==> config.mk <==
export PLATFORM = sky130hd
export DESIGN_NAME = xcprt_uart
export DESIGN_NICKNAME = d
export VERILOG_FILES = /design/src/rtl/xcprt_uart_pkg.sv /design/src/rtl/xcprt_fifo.sv /design/src/rtl/xcprt_uart.sv
export SDC_FILE = /design/constraint.sdc
export NUM_CORES = 1
export LEC_CHECK = 0
export ABC_AREA = 1
export CELL_PAD_IN_SITES_DETAIL_PLACEMENT = 1
export CELL_PAD_IN_SITES_GLOBAL_PLACEMENT = 1
export CORE_UTILIZATION = 40
export DETAILED_ROUTE_END_ITERATION = 7
export PLACE_DENSITY_LB_ADDON = 0.05
export SYNTH_ARGS = -nofsm -noshare
export SYNTH_HDL_FRONTEND = slang
export SYNTH_HIERARCHICAL = 1
export SYNTH_SLANG_ARGS = --single-unit
==> constraint.sdc <==
create_clock -name clk -period 7.6 [get_ports clk]
set_input_delay 1.52 -clock clk [delete_from_list [all_inputs] [get_ports clk]]
set_output_delay 1.52 -clock clk [all_outputs]
set_load 0.01 [all_outputs]
==> src/rtl/xcprt_uart_pkg.sv <==
// rtl/xcprt_uart_pkg.sv - shared register map, status layout and FSM states for xcprt_uart
package xcprt_uart_pkg;

  localparam logic [1:0] CPRT_TXDATA = 2'd0;
  localparam logic [1:0] CPRT_STATUS = 2'd1;
  localparam logic [1:0] CPRT_DIV    = 2'd2;

  localparam int STAT_BUSY  = 0;
  localparam int STAT_EMPTY = 1;
  localparam int STAT_FULL  = 2;
  localparam int STAT_OVF   = 3;
  localparam int STAT_COUNT = 8;

  localparam int DIV_RST_DEFAULT = 16;

  typedef enum logic [1:0] {
    ST_IDLE  = 2'd0,
    ST_START = 2'd1,
    ST_DATA  = 2'd2,
    ST_STOP  = 2'd3
  } tx_state_t;

endpackage

==> src/rtl/xcprt_fifo.sv <==
// rtl/xcprt_fifo.sv - synchronous FIFO; a push into a full FIFO is accepted only alongside a pop
module xcprt_fifo #(
  parameter int DEPTH = 8,
  parameter int AW    = 3,
  parameter int W     = 8
) (
  input  logic          clk,
  input  logic          rst_n,
  input  logic          i_push,
  input  logic [W-1:0]  i_din,
  input  logic          i_pop,
  output logic [W-1:0]  o_dout,
  output logic          o_full,
  output logic          o_empty,
  output logic [AW:0]   o_count
);

  logic [W-1:0]  r_mem [DEPTH];
  logic [AW-1:0] r_wr_ptr;
  logic [AW-1:0] r_rd_ptr;
  logic [AW:0]   r_count;
  logic          w_do_push;
  logic          w_do_pop;

  assign o_full    = (r_count == (AW+1)'(DEPTH));
  assign o_empty   = (r_count == '0);
  assign o_count   = r_count;
  assign o_dout    = r_mem[r_rd_ptr];
  assign w_do_pop  = i_pop & ~o_empty;
  assign w_do_push = i_push & (~o_full | w_do_pop);

  always_ff @(posedge clk) begin
    if (w_do_push) r_mem[r_wr_ptr] <= i_din;
  end

  always_ff @(posedge clk or negedge rst_n) begin
    if (!rst_n) begin
      r_wr_ptr <= '0;
      r_rd_ptr <= '0;
      r_count  <= '0;
    end else begin
      if (w_do_push) r_wr_ptr <= r_wr_ptr + 1'b1;
      if (w_do_pop)  r_rd_ptr <= r_rd_ptr + 1'b1;
      case ({w_do_push, w_do_pop})
        2'b10:   r_count <= r_count + 1'b1;
        2'b01:   r_count <= r_count - 1'b1;
        default: r_count <= r_count;
      endcase
    end
  end

endmodule

==> src/rtl/xcprt_uart.sv <==
// rtl/xcprt_uart.sv - select-addressed character output port: TX FIFO feeding an 8N1 UART
module xcprt_uart
  import xcprt_uart_pkg::*;
#(
  parameter int DATA_W     = 32,
  parameter int ADDR_W     = 2,
  parameter int FIFO_DEPTH = 8,
  parameter int FIFO_AW    = 3,
  parameter int DIV_W      = 16,
  parameter int DIV_RST    = DIV_RST_DEFAULT
) (
  input  logic              clk,
  input  logic              rst_n,
  input  logic              sel,
  input  logic              we,
  input  logic [ADDR_W-1:0] addr,
  input  logic [DATA_W-1:0] data_in,
  output logic [DATA_W-1:0] data_out,
  output logic              txd,
  output logic              irq_empty
);

  tx_state_t        r_state;
  logic             r_txd;
  logic [7:0]       r_shift;
  logic [2:0]       r_bit_cnt;
  logic [DIV_W-1:0] r_clk_cnt;
  logic [DIV_W-1:0] r_period;
  logic [DIV_W-1:0] r_div;
  logic             r_ovf;

  logic             w_wr;
  logic             w_rd;
  logic             w_push_req;
  logic             w_pop;
  logic             w_bit_end;
  logic [DIV_W-1:0] w_period_next;
  logic [7:0]       w_head;
  logic             w_full;
  logic             w_empty;
  logic [FIFO_AW:0] w_count;
  logic             w_unused;

  assign w_wr          = sel & we;
  assign w_rd          = sel & ~we;
  assign w_push_req    = w_wr && (addr == ADDR_W'(CPRT_TXDATA));
  assign w_bit_end     = (r_clk_cnt == r_period - DIV_W'(1));
  assign w_period_next = (r_div == '0) ? DIV_W'(1) : r_div;
  assign w_unused      = ^data_in[DATA_W-1:DIV_W];

  // The load decision is combinational so the pop lands on the same edge the FSM captures the head.
  assign w_pop = ~w_empty & ((r_state == ST_IDLE) | ((r_state == ST_STOP) & w_bit_end));

  xcprt_fifo #(.DEPTH(FIFO_DEPTH), .AW(FIFO_AW), .W(8)) u_fifo (
    .clk     (clk),
    .rst_n   (rst_n),
    .i_push  (w_push_req),
    .i_din   (data_in[7:0]),
    .i_pop   (w_pop),
    .o_dout  (w_head),
    .o_full  (w_full),
    .o_empty (w_empty),
    .o_count (w_count)
  );

  always_ff @(posedge clk or negedge rst_n) begin
    if (!rst_n) begin
      r_state   <= ST_IDLE;
      r_txd     <= 1'b1;
      r_shift   <= '0;
      r_bit_cnt <= '0;
      r_clk_cnt <= '0;
      r_period  <= DIV_W'(1);
    end else begin
      case (r_state)
        ST_IDLE: begin
          if (w_pop) begin
            r_shift   <= w_head;
            r_period  <= w_period_next;
            r_clk_cnt <= '0;
            r_txd     <= 1'b0;
            r_state   <= ST_START;
          end
        end
        ST_START: begin
          if (w_bit_end) begin
            r_clk_cnt <= '0;
            r_bit_cnt <= '0;
            r_txd     <= r_shift[0];
            r_state   <= ST_DATA;
          end else begin
            r_clk_cnt <= r_clk_cnt + 1'b1;
          end
        end
        ST_DATA: begin
          if (w_bit_end) begin
            r_clk_cnt <= '0;
            r_shift   <= r_shift >> 1;
            if (r_bit_cnt == 3'd7) begin
              r_txd   <= 1'b1;
              r_state <= ST_STOP;
            end else begin
              r_bit_cnt <= r_bit_cnt + 1'b1;
              r_txd     <= r_shift[1];
            end
          end else begin
            r_clk_cnt <= r_clk_cnt + 1'b1;
          end
        end
        ST_STOP: begin
          if (w_bit_end) begin
            r_clk_cnt <= '0;
            if (w_pop) begin
              r_shift  <= w_head;
              r_period <= w_period_next;
              r_txd    <= 1'b0;
              r_state  <= ST_START;
            end else begin
              r_state <= ST_IDLE;
            end
          end else begin
            r_clk_cnt <= r_clk_cnt + 1'b1;
          end
        end
        default: r_state <= ST_IDLE;
      endcase
    end
  end

  always_ff @(posedge clk or negedge rst_n) begin
    if (!rst_n) begin
      r_div <= DIV_W'(DIV_RST);
      r_ovf <= 1'b0;
    end else if (w_wr) begin
      case (addr)
        ADDR_W'(CPRT_TXDATA): if (w_full && !w_pop) r_ovf <= 1'b1;
        ADDR_W'(CPRT_STATUS): r_ovf <= 1'b0;
        ADDR_W'(CPRT_DIV):    r_div <= data_in[DIV_W-1:0];
        default: ;
      endcase
    end
  end

  always_comb begin
    data_out = '0;
    if (w_rd) begin
      case (addr)
        ADDR_W'(CPRT_STATUS): begin
          data_out[STAT_BUSY]                 = (r_state != ST_IDLE);
          data_out[STAT_EMPTY]                = w_empty;
          data_out[STAT_FULL]                 = w_full;
          data_out[STAT_OVF]                  = r_ovf;
          data_out[STAT_COUNT +: FIFO_AW + 1] = w_count;
        end
        ADDR_W'(CPRT_DIV): data_out = DATA_W'(r_div);
        default: data_out = '0;
      endcase
    end
  end

  assign txd       = r_txd;
  assign irq_empty = w_empty & (r_state == ST_IDLE);

endmodule

# Yosys cells after proc, flatten, opt, wreduce, memory -nomap -nowiden
# Memory sizes are Yosys's and may differ from the RTL's.
# Index checks and enable logic that the tools add are counted.
# W data, S select, Z words.
# word_totals
ff_bits	73
latch_bits	0
ramBits	64
rom_bits	0
input_bits	38
out_inout_bits	34
wordCells	107
memories	1
# mem_list
name	depth	width	read_ports	rd_ports_with_merged_regs	wr	line_no	source
u_fifo.r_mem	8	8	1	0	1	xcprt_fifo.sv:18	logic [W-1:0] r_mem [DEPTH];
# op_classes
n_addsub	7
multipliers	0
n_div	0
magnitude_cmp	0
eq_ne	17
shift	0
n_mux	38
bitwise_logic	12
n_reduce_logical	21
# op_table
operator	n
$mux W16	6
$pmux W16 S2	2
$mux W8	3
$pmux W4 S2	3
$pmux W8 S3	1
$add A16 B1 Y16 const B	1
$eq A16 B16 Y1	1
$logic_not A16 Y1	1
$sub A16 B1 Y16 const B	1
$mux W2	5
$ne A2 B2 Y1 const B	5
$reduce_bool A2 Y1	5
$add A3 B1 Y3 const B	3
$mux W1	9
$mux W3	3
$reduce_and A3 Y1	3
$eq A2 B2 Y1 const B	4
$mux W4	2
$pmux W2 S4	1
$and A1 B1 Y1	7
$eq A2 B1 Y1 const B	3
$pmux W3 S2	1
$reduce_and A5 Y1	1
$add A4 B1 Y4 const B	1
other kinds (16)	23

# Depth between registers and ports, before layout
# Gate-level depths: netlist of run 1.
# depth
word_depth	10
mapped_depth	25
mapped_depth_nobuf	25

# Modules after synthesis
# Netlist of run 1, hierarchy kept.
# modules_own_cells
mod	n_inst	cells_each	area_per_inst_um2	seq_area_each_um2
xcprt_uart	1	528	4006.3	1580.3
xcprt_fifo	1	254	3128.0	2172.1

# Worst setup path before layout of run 1
# OpenSTA, ideal clock, no wires.
# synth_path
kind	input-to-output
startpoint	input port addr[0]
endpoint	output port data_out[12]
arrival_ps	2355
t_required_ps	6080
setup_slack_ps	3725
cell_stages	5
path_buffers	1
cell_sequence	inv_1 -> ha_1 -> clkbuf_1 -> nand2_1 -> nor2_1
# synth_via
elab_chain_cells	3
# synth_lines
item	line_no	source
from (decl)	xcprt_uart.sv:16	input logic [ADDR_W-1:0] addr,
$eq A2 B2 Y1	xcprt_uart.sv:147	case (addr)
$mux W4	xcprt_uart.sv:147	
$mux W16	xcprt_uart.sv:146	if (w_rd) begin
to (decl)	xcprt_uart.sv:18	output logic [DATA_W-1:0] data_out,
# No other way between the ends.

# Final worst setup path of run 1
# layout_path
startpoint	input port addr[0]
endpoint	output port data_out[4]
# The elaborated chain is that of the path after synthesis.

==> results of run 1 <==
-- logic make-up (layout without fill, tap and decap cells) --
| group | after synthesis | in the layout | synth area share (%) |
|---|---|---|---|
| compound gates | 126 | 126 | 9.716 |
| xor+xnor | 24 | 24 | 2.946 |
| fa+ha+maj | 16 | 16 | 2.911 |
| buf+inv | 112 | 153 | 7.296 |
| flops | 137 | 137 | 52.60 |
| mux | 15 | 15 | 2.122 |
| other cells | 1 | 16 | 0.05256 |
| simple gates | 351 | 351 | 22.36 |
-- sequential cells by signal (all words and copies together), names as in the netlist, 4 cells and up --
| name | count |
|---|---|
| r_period | 16 |
| r_div | 16 |
| r_clk_cnt | 16 |
| r_shift | 8 |
| u_fifo/r_mem | 64 |
| u_fifo/o_count | 4 |
-- metrics by stage --
step	instances	instance area, um2	utilization, %	power [mW]	hold slack, ns
finish	1063	8254	47.56	1.867	0.4591
CTS	1063	8254	47.56	1.889	0.4624
global route	1063	8254	47.56	1.944	0.5102
detailed placement	1031	7670	44.19	1.064	0.4527
floorplan	797	7191	-	0.9888	0.4416
global placement	1031	7670	44.19	1.049	0.4503
-- path summary, 6_finish.rpt --
| path | startpoint | endpoint | slack, ns | cells after the start |
|---|---|---|---|---|
| hold reg to reg | txd$_DFFE_PN1P_ | txd$_DFFE_PN1P_ | 0.46 | 2 |
| max in group asynchronous | rst_n | u_fifo/r_rd_ptr[2]$_DFFE_PN0N_ | 5.69 | 1 |
| min in group asynchronous | rst_n | r_shift[4]$_DFFE_PN0P_ | 1.21 | 1 |
| hold / removal | txd$_DFFE_PN1P_ | txd$_DFFE_PN1P_ | 0.46 | 2 |
| setup / recovery | addr[0] | data_out[4] | 2.69 | 6 |
| setup reg to reg | r_period[0]$_DFFE_PN1P_ | u_fifo/r_mem[6][4]$_DFFE_PP_ | 3.90 | 19 |
-- cell type report --
type	instances	area [um2]	area share [%]
clock buffers	17	425.4	5.154
multi-input cells	548	2918	35.35
inverters	76	285.3	3.456
clock inverters	15	158.9	1.925
flip-flops and latches	137	3752	45.46
well taps	225	281.5	3.411
repair buffers	45	432.9	5.245
-- routing by layer --
| layer | vias up | global-route usage, % |
|---|---|---|
| met4 | 0 | 4.994 |
| li1 | 2645 | - |
| met2 | 80 | 34.50 |
| met3 | 16 | 4.751 |
| met5 | - | 0 |
| met1 | 2651 | 28.79 |
-- cells in the final DEF, fill, tap and decap left out, drive strengths merged --
cell type / synthesis / final
conb: 1 / 16
a21boi: 1 / 1
a22oi: 1 / 1
a21oi: 29 / 29
o22ai: 16 / 16
nor3: 8 / 8
ha: 15 / 15
clkinv: 1 / 7
edfxtp: 64 / 64
nor2: 103 / 103
or2: 3 / 3
nor4: 2 / 2
dfstp: 3 / 3
bufinv: 0 / 1
clkbuf: 6 / 17
nand2: 183 / 183
dfrtp: 70 / 70
clkinvlp: 0 / 1
nand3b: 4 / 4
xor2: 14 / 14
clkdlybuf4s50: 0 / 38
o31ai: 1 / 1
and2: 2 / 2
inv: 75 / 82
fa: 1 / 1
o21bai: 1 / 1
xnor2: 10 / 10
mux2i: 14 / 14
nand4: 7 / 7
nand3: 39 / 39
mux2: 1 / 1
o21ai: 76 / 76
buf: 30 / 7
o211ai: 1 / 1
-- power by group through the flow --
stage,Sequential [mW],Clock [mW],Combinational [mW]
6_report,0.861,0.821,0.185
3_3_place_gp,0.874,0,0.176
5_1_grt,0.867,0.862,0.215
2_1_floorplan,0.863,0,0.126
3_5_place_dp,0.876,0,0.187
4_1_cts,0.862,0.838,0.189
-- worst reg2reg max path, cell delays in order (launching register included) --
cell	delay (ns)
dfstp_2	0.54
inv_1	0.13
ha_1	0.30
inv_1	0.07
nand2_1	0.06
nand3_1	0.10
nand2_1	0.05
nor2_1	0.08
nand2_1	0.06
nor2_1	0.08
nand2_1	0.09
nor2_4	0.15
nand2_4	0.09
nand2_8	0.12
nand2_4	0.11
inv_1	0.21
nand2_4	0.12
nand2_4	0.11
nand3_2	0.12
nor2_1	0.73
==> results.md, run 1 <==
* Run status: complete, no violations
* Vias/cell at 5.072
* Routability-driven placement congestion ratio at 0.7516
* PostCTS Resize Cnt at 0
* Metal2 WL at 8565 um
* Via total after detailed routing at ~5400
* Antenna Violating Nets Remaining at 0
* Clock transition at path regs at 0.06 ns
* Avg Inst Size Synth at 9.123 um2
* Most numerous cell in the Yosys netlist: nand2_1
* Die Y at between 100 and 150 um
* Clock buffer count from CTS at 17
* Final TNS setup at 0 ns
* Port bufs at 39
* MaxCap Viol Count at 0
* Root buf cell: clkbuf_16
* Crit-path most repeated cell: clkdlybuf4s50_1
* Chip width at 135.6 um
* WP buf/inv at 3
* Critical path class: in -> out
* Fill cell count at 1985
* Die area at 18370 um2
* Router iterations before antenna repair at 4
* Row Count at 48
* Antenna violations before repair at 0
* CTS tree: built
* Initial Utilization at 41.10%
* Setup repair after global routing missed its margin: false
* Vias in the first global route at 5613
* Most frequent cells after synthesis: nand2_1, nor2_1, inv_1
* Post-synth top flop: dfrtp_1
* Worst skew pair latency at around 0.43 ns
* Sequential element share of the synthesized area at between 50% and 60%
* Global-route wire length before repair at 29390 um
* Io pins at 72
* Wl on met1 at around 8700 um
* Area contributors post-synth: edfxtp_1, dfrtp_1, nand2_1, nor2_1, inv_1
* Slowest library cell on the worst path: clkdlybuf4s50_1
* Post-CTS setup buffers at 0
* Max Freq at 0.2039 GHz
* Area leader, netlist: edfxtp_1
* Metal3 WL at between 500 and 600 um
* Max stage delay on crit path at about 0.56 ns
* Area growth syn-to-layout at 15.70%
* GRT Total Usage at 21.26%
* Clock Sink Count at roughly 140
* Residual DRC at 0
* Final hold vios at 0
* Endpoints failing setup at 0
* P_leak at 3.584 nW
* Largest net degree at the start of global routing at 74
* Critical path arrival at 3.39 ns
* GR Overflow Total at 0
* Dpl ws at 2.684 ns
* Min-Delay Path Class: reg -> reg
* Reg power frac at 46.1%
* Final WS setup at 2.695 ns
* EDFF count, synth at between 60 and 70
* Synth warn at 6
* Switch share at 27.70%
* WL final at roughly 18000 um
* Required time worst endpoint at between 6 and 7 ns
* Critical path peak fanout at 10
* Worst-margin pin slew at 1.142 ns
* Final period utilization at between 60 and 70%
* Pwr dens at between 200 and 250 nW/um2
* Layout cells sized above 1 at 10.26%
* Clk pwr share at between 40% and 50%
* CTS Buffer Depth at 2
* WL per Instance at 16.99 um
* # H-tree levels at 4
* Layout Skew at 0.01113 ns
* Logic pwr share at 9.9%
* CP delay by family, top: buffers and inverters
* CP Cell Sequence: clkdlybuf4s50_1, inv_1, ha_1, nand2_1, nor2_1, clkdlybuf4s50_1
* VDD IR max at 0.0001486 V
* Cell Int Power at between 1 and 1.5 mW
* Nets at 879
* Worst slew margin at a little under a quarter
* #FFs+latches synth at 137
* Synth Cell Area at 7134 um2
* Core box area at between 15000 and 20000 um2
* Post-CTS Hold Fix Bufs at 0
* 1st-iter DRT viols at 248
* Final Critical Period at 4.905 ns
* Post-Syn Instances at 782
* Diode count at 0
* Psw at roughly 0.52 mW
* Max Used Layer: met4
* Top cell type's share of synthesized area at 26.94%
* Final slew viol count at 0
* Share of async-settable or async-resettable flops after synthesis at 53.28%
* Netlist cell types at between 40 and 50
* Crit start category: primary input
* HPWL after DPL at 12900 um
* Critical Path Sink Type: output port
Note: power is estimated with default switching activity, not from simulation.
==> run 2: changes to the inputs <==
Clock period 7.6 ns to 4.5 ns, I/O delays scaled along.
==> results.md, run 2 (same netlist as run 1, synthesis figures left out) <==
* GR Overflow Total at 0
* Crit-path most repeated cell: clkdlybuf4s50_1
* Pwr dens at 367.6 nW/um2
* MaxCap Viol Count at 0
* Overall power at 3.009 mW
* Critical path class: in -> out
* HPWL after DPL at 12580 um
* Diode count at 0
* # H-tree levels at 4
* WL per Instance at 16.55 um
* P_leak at 3.550 nW
* PostCTS Resize Cnt at 0
* Commonest non-fill, non-tap cells in the layout: nand2_1, nor2_1, inv_1, dfrtp_1, edfxtp_1
* Fill cell count at 2028
* Layout cells sized above 1 at roughly a tenth
* Min-Delay Path Class: reg -> reg
* Clock transition at path regs at 0.05 ns
* Core box area at approximately 17000 um2
* Clock Sink Count at 137
* Critical path arrival at 2.80 ns
* Port bufs at 39
* VDD IR max at roughly 0.00025 V
* Multi-input logic area at roughly 2900 um2
* Largest net degree at the start of global routing at 74
* Io pins at 72
* Worst skew pair latency at 0.42 ns
* Run status: complete, no violations
* Endpoints failing setup at 0
* Post-CTS Hold Fix Bufs at 0
* Nets at 879
* Critical Path Sink Type: output port
* WL final at between 15000 and 20000 um
* CP Cell Sequence: clkdlybuf4s50_1, inv_1, ha_1, nand2_1, nor2_1, clkdlybuf4s50_1
* CP delay by family, top: buffers and inverters
* Final Critical Period at 3.700 ns
* Dpl ws at around 0.79 ns
* Final WS setup at 0.8005 ns
* Die area at between 15000 and 20000 um2
* Worst R2R Setup Slack at 0.81 ns
* Final TNS setup at 0 ns
* Area growth syn-to-layout at 14.73%
* Final hold vios at 0
* Setup repair after global routing missed its margin: false
* Max FFs per register at 64
* Clock buffer count from CTS at 17
* Router iterations before antenna repair at 6
* Design Area, Final at 8185 um2
* Final period utilization at 82.21%
* Antenna Violating Nets Remaining at 0
* Initial Utilization at 41.10%
* Die Y at 135.6 um
* Vias/cell at between 5 and 6
* Worst slew margin at 22.81%
* Layout Skew at 0.01110 ns
* CTS Buffer Depth at 2
* Row Count at 48
* Via total after detailed routing at 5415
* Crit start category: primary input
* Largest reg by FF count: u_fifo/r_mem
* Vias in the first global route at 5625
* WP buf/inv at 3
* DP Area at about 7700 um2
* CTS tree: built
* Flip-flop and latch area at 3752 um2
* Residual DRC at 0
* Root buf cell: clkbuf_16
* Final slew viol count at 0
* Routability-driven placement congestion ratio at between 0.7 and 0.8
* Worst-margin pin slew at 1.155 ns
* Required time worst endpoint at between 3 and 4 ns
* Placed insts at 1031
* Max stage delay on crit path at approximately 0.56 ns
* Chip width at approximately 140 um
* Slowest library cell on the worst path: clkdlybuf4s50_1
* GRT Total Usage at between 20 and 25%
* Post-CTS setup buffers at 0
* Critical path peak fanout at 10
* Fin cells at approximately 1100
* Max Freq at 0.2703 GHz
* Commonest non-fill, non-tap cell in the layout: nand2_1
* Antenna violations before repair at 0
* Global-route wire length before repair at 28920 um
* 1st-iter DRT viols at 249
[run 2: worst register-to-register path, stage by stage, from the launching register on]
cell	delay (ns)
dfstp_2	0.54
inv_1	0.13
ha_1	0.31
inv_1	0.09
nand2_1	0.07
nand3_1	0.09
nand2_1	0.05
nor2_1	0.08
nand2_1	0.06
nor2_1	0.08
nand2_1	0.09
nor2_4	0.15
nand2_4	0.10
nand2_8	0.12
nand2_4	0.11
inv_1	0.22
nand2_4	0.12
nand2_4	0.10
nand3_2	0.11
nor2_1	0.69
[run 2: final cells by class]
type	instances	share of cell area, %
clock buffer	22	5.426
clock inverter	10	0.8713
inverter	76	3.485
multi-input combinational	548	35.65
sequential	137	45.84
tap	225	3.439
timing repair buffer	45	5.289
[run 2: final timing paths]
check	start	depth (start not counted)	end
max	addr[0]	6	data_out[12]
min	txd$_DFFE_PN1P_	2	txd$_DFFE_PN1P_
max reg2reg	r_period[0]$_DFFE_PN1P_	19	u_fifo/r_mem[6][4]$_DFFE_PP_
min reg2reg	txd$_DFFE_PN1P_	2	txd$_DFFE_PN1P_
max in group asynchronous	rst_n	1	r_div[9]$_DFFE_PN0P_
min in group asynchronous	rst_n	1	r_bit_cnt[0]$_DFFE_PN0P_
[run 2: metrics by stage]
stage | hold slack [ns] | util, %
4_1_cts | 0.4680 | 47.16
3_3_place_gp | 0.4501 | 44.19
6_report | 0.4633 | 47.16
3_5_place_dp | 0.4594 | 44.19
5_1_grt | 0.5086 | 47.16
2_1_floorplan | 0.4416 | -
[run 2: per-layer routing]
layer / GRT usage, % / vias to the layer above / wire, um / part of all wire, %
met5: 0 / - / 0 / 0
met4: 5.243 / 0 / 159 / 0.90
met3: 4.190 / 13 / 441 / 2.5
met2: 32.91 / 62 / 8182 / 47
met1: 28.64 / 2696 / 8810 / 50
li1: - / 2644 / - / -
[run 2: where the power goes]
group          switching [mW]  internal, mW  total [mW]
registers              0.0635          1.39        1.45
clock network           0.536         0.705        1.24
logic                   0.205         0.110       0.314
==> patch 1, RTL diff (settings of run 1) <==
Set the parameter `FIFO_DEPTH` to 16 (it was 8).
--- a/src/rtl/xcprt_uart.sv
+++ b/src/rtl/xcprt_uart.sv
@@ -4,7 +4,7 @@
 #(
   parameter int DATA_W     = 32,
   parameter int ADDR_W     = 2,
-  parameter int FIFO_DEPTH = 8,
+  parameter int FIFO_DEPTH = 16,
   parameter int FIFO_AW    = 3,
   parameter int DIV_W      = 16,
   parameter int DIV_RST    = DIV_RST_DEFAULT
Behaviour: not the same (Yosys sat finds a counterexample within 4 cycles, from zero or initial values and one cycle with rst_n low).
==> patch 1 against run 1 <==
- design area barely moved
- cell count grew 1.5%
- area after synthesis down 0.26%
- clock power is 11% higher
- critical path depth unchanged
- total power increased by 4.3%
- sequential power hardly changed
- sequential share of layout area about the same
- worst setup slack better by 0.0086 ns
- wire length is 1.3% higher
- first-iteration DRC count is 17% lower
- sequential cell count unchanged
- register-to-register slack gained 0.11 ns
==> patch 1: results (changes against run 1) <==
** Status
- The flow ran to the end, and the final reports show no timing, DRC or antenna violations.

** Layout
- Inverters :: 75 (-1.3%)
- Final-layout clock buffer total :: 19 (+2)
- Layout net count :: 895 (+1.8%)
- The fraction of area in clock buffers and inverters came to 0.0780 (+0.00725).
- Area of the multi-input gates :: 2890 um^2 (-0.81%)
- The number of non-clock buffers was 41 (-8.9%).
- The filler-free cell count of the finished design is 1079 (+1.5%).
- Area added between synthesis and finish :: 16.0%
- Fill cells :: 2007 (+1.1%)
- The layout cell share with drive strength beyond 1 is 0.0855 (-0.0171).
- Fraction of area in registers :: 0.454 (about the same)

** Worst setup path
- The length in cells of the worst reg-to-reg path was 25 (+6).
- Worst reg-to-reg setup slack :: 4.01 ns (+0.11 ns)
- Arrival @ worst endpoint :: 3.38 ns (about the same)

** Global route
- The wire length of the first global-routing pass was 29800 um (+1.3%).
- Vias in the first global route :: 5747 (+2.4%)

** Synth
- The share of synthesized cell area in full adder, half adder and majority cells is 0.0281 (-0.000978).
- Area fraction in compound gates after synthesis :: 0.102 (+0.00518)
- By area the synthesized netlist is led by sky130_fd_sc_hd__edfxtp_1 27%, sky130_fd_sc_hd__dfrtp_1 25%, sky130_fd_sc_hd__nand2_1 9.6%, sky130_fd_sc_hd__nor2_1 5.9%, sky130_fd_sc_hd__inv_1 3.8%.
- The synthesized area divided by synthesized cell count was 8.85 um^2 (-3.0%).
- Most frequent cells after synthesis :: 182 x sky130_fd_sc_hd__nand2_1, 112 x sky130_fd_sc_hd__nor2_1, 72 x sky130_fd_sc_hd__inv_1
- The multiplexer area fraction after synthesis came to 0.00844 (-0.0128).
- Register area share after synthesis :: 0.527 (+0.00139)
- The number of unique standard cell types used by synthesis came to 44 (-6.4%).

** STA
- Worst-case hold slack :: 0.470 ns (+0.0113 ns)
- Worst Slack Setup Final :: 2.70 ns (+0.00861 ns)
- The worst-margin pin slew is 1.18 ns (+0.0427 ns).

** Routing
- Total iterations of the first detailed-routing run :: 5 (+1)
- The per-cell routed wire length was 17.0 um (-0.21%).

** Placement
- The number of placed instances with taps included came to 1047 (+1.6%).
- The global placer's final weighted congestion came to 0.774 (+3.0%).
- The HPWL reported at the end of detailed placement came to 12900 um (+0.18%).

** Power
- Leakage :: 3.55 nW (-0.87%)
- Max VDD drop :: 161 uV (+8.4%)
patch 1: cell count changes after synthesis, sizes merged, moves of 2 or more:
cell | run 1 | this run
mux2i | 14 | 6
nor2 | 103 | 123
o21ai | 76 | 94
nor3 | 8 | 4
nand3 | 39 | 32
buf | 30 | 32
nand2 | 183 | 193
o22ai | 16 | 8
patch 1: power breakdown:
part / internal (mW) / switching, mW
Sequential: 0.822 / 0.0378
Clock: 0.567 / 0.342
Combinational: 0.0599 / 0.118
Total: 1.45 / 0.499
patch 1: cells by family (layout without fill, tap and decap cells):
group / count (synthesis) / count (layout)
DFF: 137 / 137
and+or+nand+nor: 371 / 371
xor gates and xnor gates: 25 / 25
other: 1 / 16
buffers and inverters: 113 / 148
muxes: 6 / 6
AOI/OAI and AO/OA: 135 / 135
adders and majority gates: 16 / 16
patch 1: metal layers:
metal  track usage  vias to the layer above
li1              -                     2675
met1         0.286                     2729
met2         0.348                       76
met3        0.0498                       21
met4        0.0799                        0
met5             0                        -
==> patch 2, RTL diff (settings of run 1) <==
Without the edit above. Compare `r_count` against `(AW+1)'(DEPTH)` with >= in place of ==.
--- a/src/rtl/xcprt_fifo.sv
+++ b/src/rtl/xcprt_fifo.sv
@@ -22,7 +22,7 @@
   logic          w_do_push;
   logic          w_do_pop;
 
-  assign o_full    = (r_count == (AW+1)'(DEPTH));
+  assign o_full    = (r_count >= (AW+1)'(DEPTH));
   assign o_empty   = (r_count == '0);
   assign o_count   = r_count;
   assign o_dout    = r_mem[r_rd_ptr];
Check against the original RTL: same outputs for any inputs over 4 cycles, from zero or initial values and one cycle with rst_n low; that may be too few to reach the edited logic, so the function may still have changed.
==> patch 2 against run 1 <==
- highest routed layer unchanged
- worst setup slack worse by 0.078 ns
- sequential cell count unchanged
- critical path depth unchanged
- largest cell class unchanged
- wire length rose by 1.6%
- design area grew 0.15%
- cell count increased by 3.5%
- area after synthesis up 1.1%
- sequential share of layout area down 0.069 points
- global-route usage is 0.34 points higher
- register-to-register slack worse by 0.12 ns
Power is not compared: it rests on default switching activity, and its combinational part moved more than twofold at a synthesized area within 25%.
==> patch 2: results (changes against run 1) <==
** Worst setup path
- Arrival @ worst endpoint :: 3.46 ns (+0.07 ns)
- The critical path starts at addr[0].
- The highest cell delay on the worst timing path came to 0.56 ns (about the same).

** Layout
- Layout net count :: 917 (+4.3%)
- The layout cell share with drive strength beyond 1 is 0.0903 (-0.0123).
- The flip-flop count of the largest register, all copies and words added is 64 (unchanged).
- More flip-flops sit in one register than any other, and that register is u_fifo/r_mem.

** Routing
- Aggregate routed wire length :: 18300 um (+1.6%)
- The detailed-route via count came to 5546 (+2.9%).
- Violation count after the first detailed-route iteration :: 285 (+15%)
- Total iterations of the first detailed-routing run :: 4 (unchanged)

** Status
- The flow ran to the end, and the final reports show no timing, DRC or antenna violations.

** Synth
- The share of the yosys chip area belonging to registers was 0.520 (-0.00575).
- After synthesis, the most frequently instantiated cells are 203 x sky130_fd_sc_hd__nand2_1, 114 x sky130_fd_sc_hd__nor2_1, 78 x sky130_fd_sc_hd__inv_1.
- The number of unique standard cell types used by synthesis is 46 (-2.1%).
- Synth async-reset ratio :: 0.533 (unchanged)
- Largest cells by area after synthesis :: sky130_fd_sc_hd__edfxtp_1 27%, sky130_fd_sc_hd__dfrtp_1 24%, sky130_fd_sc_hd__nand2_1 11%, sky130_fd_sc_hd__nor2_1 5.9%, sky130_fd_sc_hd__inv_1 4.1%
- Warnings from Yosys :: 6 (unchanged)
- The number of synthesized flops with an enable pin is 64 (unchanged).

** Clock tree
- Count of buffers added by post-CTS timing repair for setup :: 0 (unchanged)
- Resize count post-CTS :: 0 (unchanged)
- The post-cts hold buffer count was 0 (unchanged).
- Register clock-pin slew on the reported worst setup and hold paths :: 0.06 ns (about the same)
- Source-to-sink clock delay at the later pin of the worst-skew pair :: 0.43 ns (about the same)
- Clock buffers created by TritonCTS :: 17 (unchanged)

** Placement
- The global placer's final weighted congestion was 0.824 (+9.7%).
- Estimated wirelength of the detail-placed design :: 13200 um (+2.6%)
- Placed Instance Area :: 7710 um^2 (+0.57%)

** STA
- The final worst clock skew is 0.0223 ns (+0.0111 ns).
- The final count of negative-setup-slack endpoints is 0 (unchanged).
- The tightest slew margin relative to the limit was 0.302 (+0.0632).

** Global route
- The wire length of the first global-routing pass is 30200 um (+2.7%).
- The total track usage was 0.216 (+0.00343).
- The largest net degree at the start of global routing came to 74 (unchanged).
- The via count of the first global-routing pass was 5871 (+4.6%).

** Hold path
- The startpoint identified for the worst hold timing path is txd.
- Worst min path class :: flip-flop to flip-flop

** Power
- Leakage :: 3.61 nW
-- patch 2: cell count changes after synthesis, sizes merged, moves of 3 or more --
cell,change
nor3,-4
nand3b,-3
o21ai,-5
xor2,+4
nand2,+33
nor2,+20
clkbuf,+5
inv,+9
mux2i,-8
o22ai,-8
o211ai,+8
nand4,-4
-- patch 2: final cells by class --
type                            count  area (um^2)
Fill cell                        2053         9210
Multi-Input combinational cell    579         2950
Timing Repair Buffer               41          403
Inverter                           86          323
Clock inverter                     15          128
Tap cell                          225          282
Sequential cell                   137         3750
Clock buffer                       17          425
-- patch 2: kinds of logic after synthesis --
| group | synth area share |
|---|---|
| AND/OR/NAND/NOR | 0.235 |
| flip-flops | 0.520 |
| buffers and inverters | 0.0781 |
| AO/OA/AOI/OAI | 0.0938 |
| XOR/XNOR | 0.0316 |
| adder cells (fa/ha/maj) | 0.0305 |
| multiplexers | 0.00989 |
| other | 0.000520 |
-- patch 2: path summary, 6_finish.rpt --
path	cells after the start	slack (ns)	endpoint
max in group asynchronous	1	5.73	u_fifo/o_count[3]
max	6	2.62	data_out[4]
min in group asynchronous	1	1.25	r_clk_cnt[8]
max reg2reg	23	3.78	u_fifo/o_count[3]
min	2	0.47	txd
min reg2reg	2	0.47	txd
-- patch 2: worst register-to-register path: cells and delay by family (launching register included) --
kind / cells / cell delay, ns
flip-flops: 1 / 0.58
AND/OR/NAND/NOR: 18 / 1.99
adder cells (fa/ha/maj): 3 / 0.91
buffers and inverters: 2 / 0.24
-- patch 2: metrics by stage --
stage | cells | total power, mW | setup WS (ns) | util
3_5_place_dp | 1068 | 2.30 | 2.63 | 0.441
2_1_floorplan | 843 | 1.97 | 3.73 | -
4_1_cts | 1100 | 3.10 | 2.57 | 0.473
6_report | 1100 | 3.06 | 2.62 | 0.473
3_3_place_gp | 1068 | 2.22 | 2.71 | 0.441
5_1_grt | 1100 | 3.31 | 2.47 | 0.473
-- patch 2: power breakdown --
part           internal, mW  switching (mW)  total (mW)
combinational         0.408           0.770        1.18
clock                 0.429           0.355       0.784
sequential            0.919           0.181        1.10
-- patch 2: per-layer routing --
metal / vias up / global-route usage / share of wire
met5: - / 0 / 0
met4: 0 / 0.0636 / 0.0078
met3: 13 / 0.0459 / 0.027
met2: 73 / 0.358 / 0.49
met1: 2738 / 0.283 / 0.47
li1: 2722 / - / -
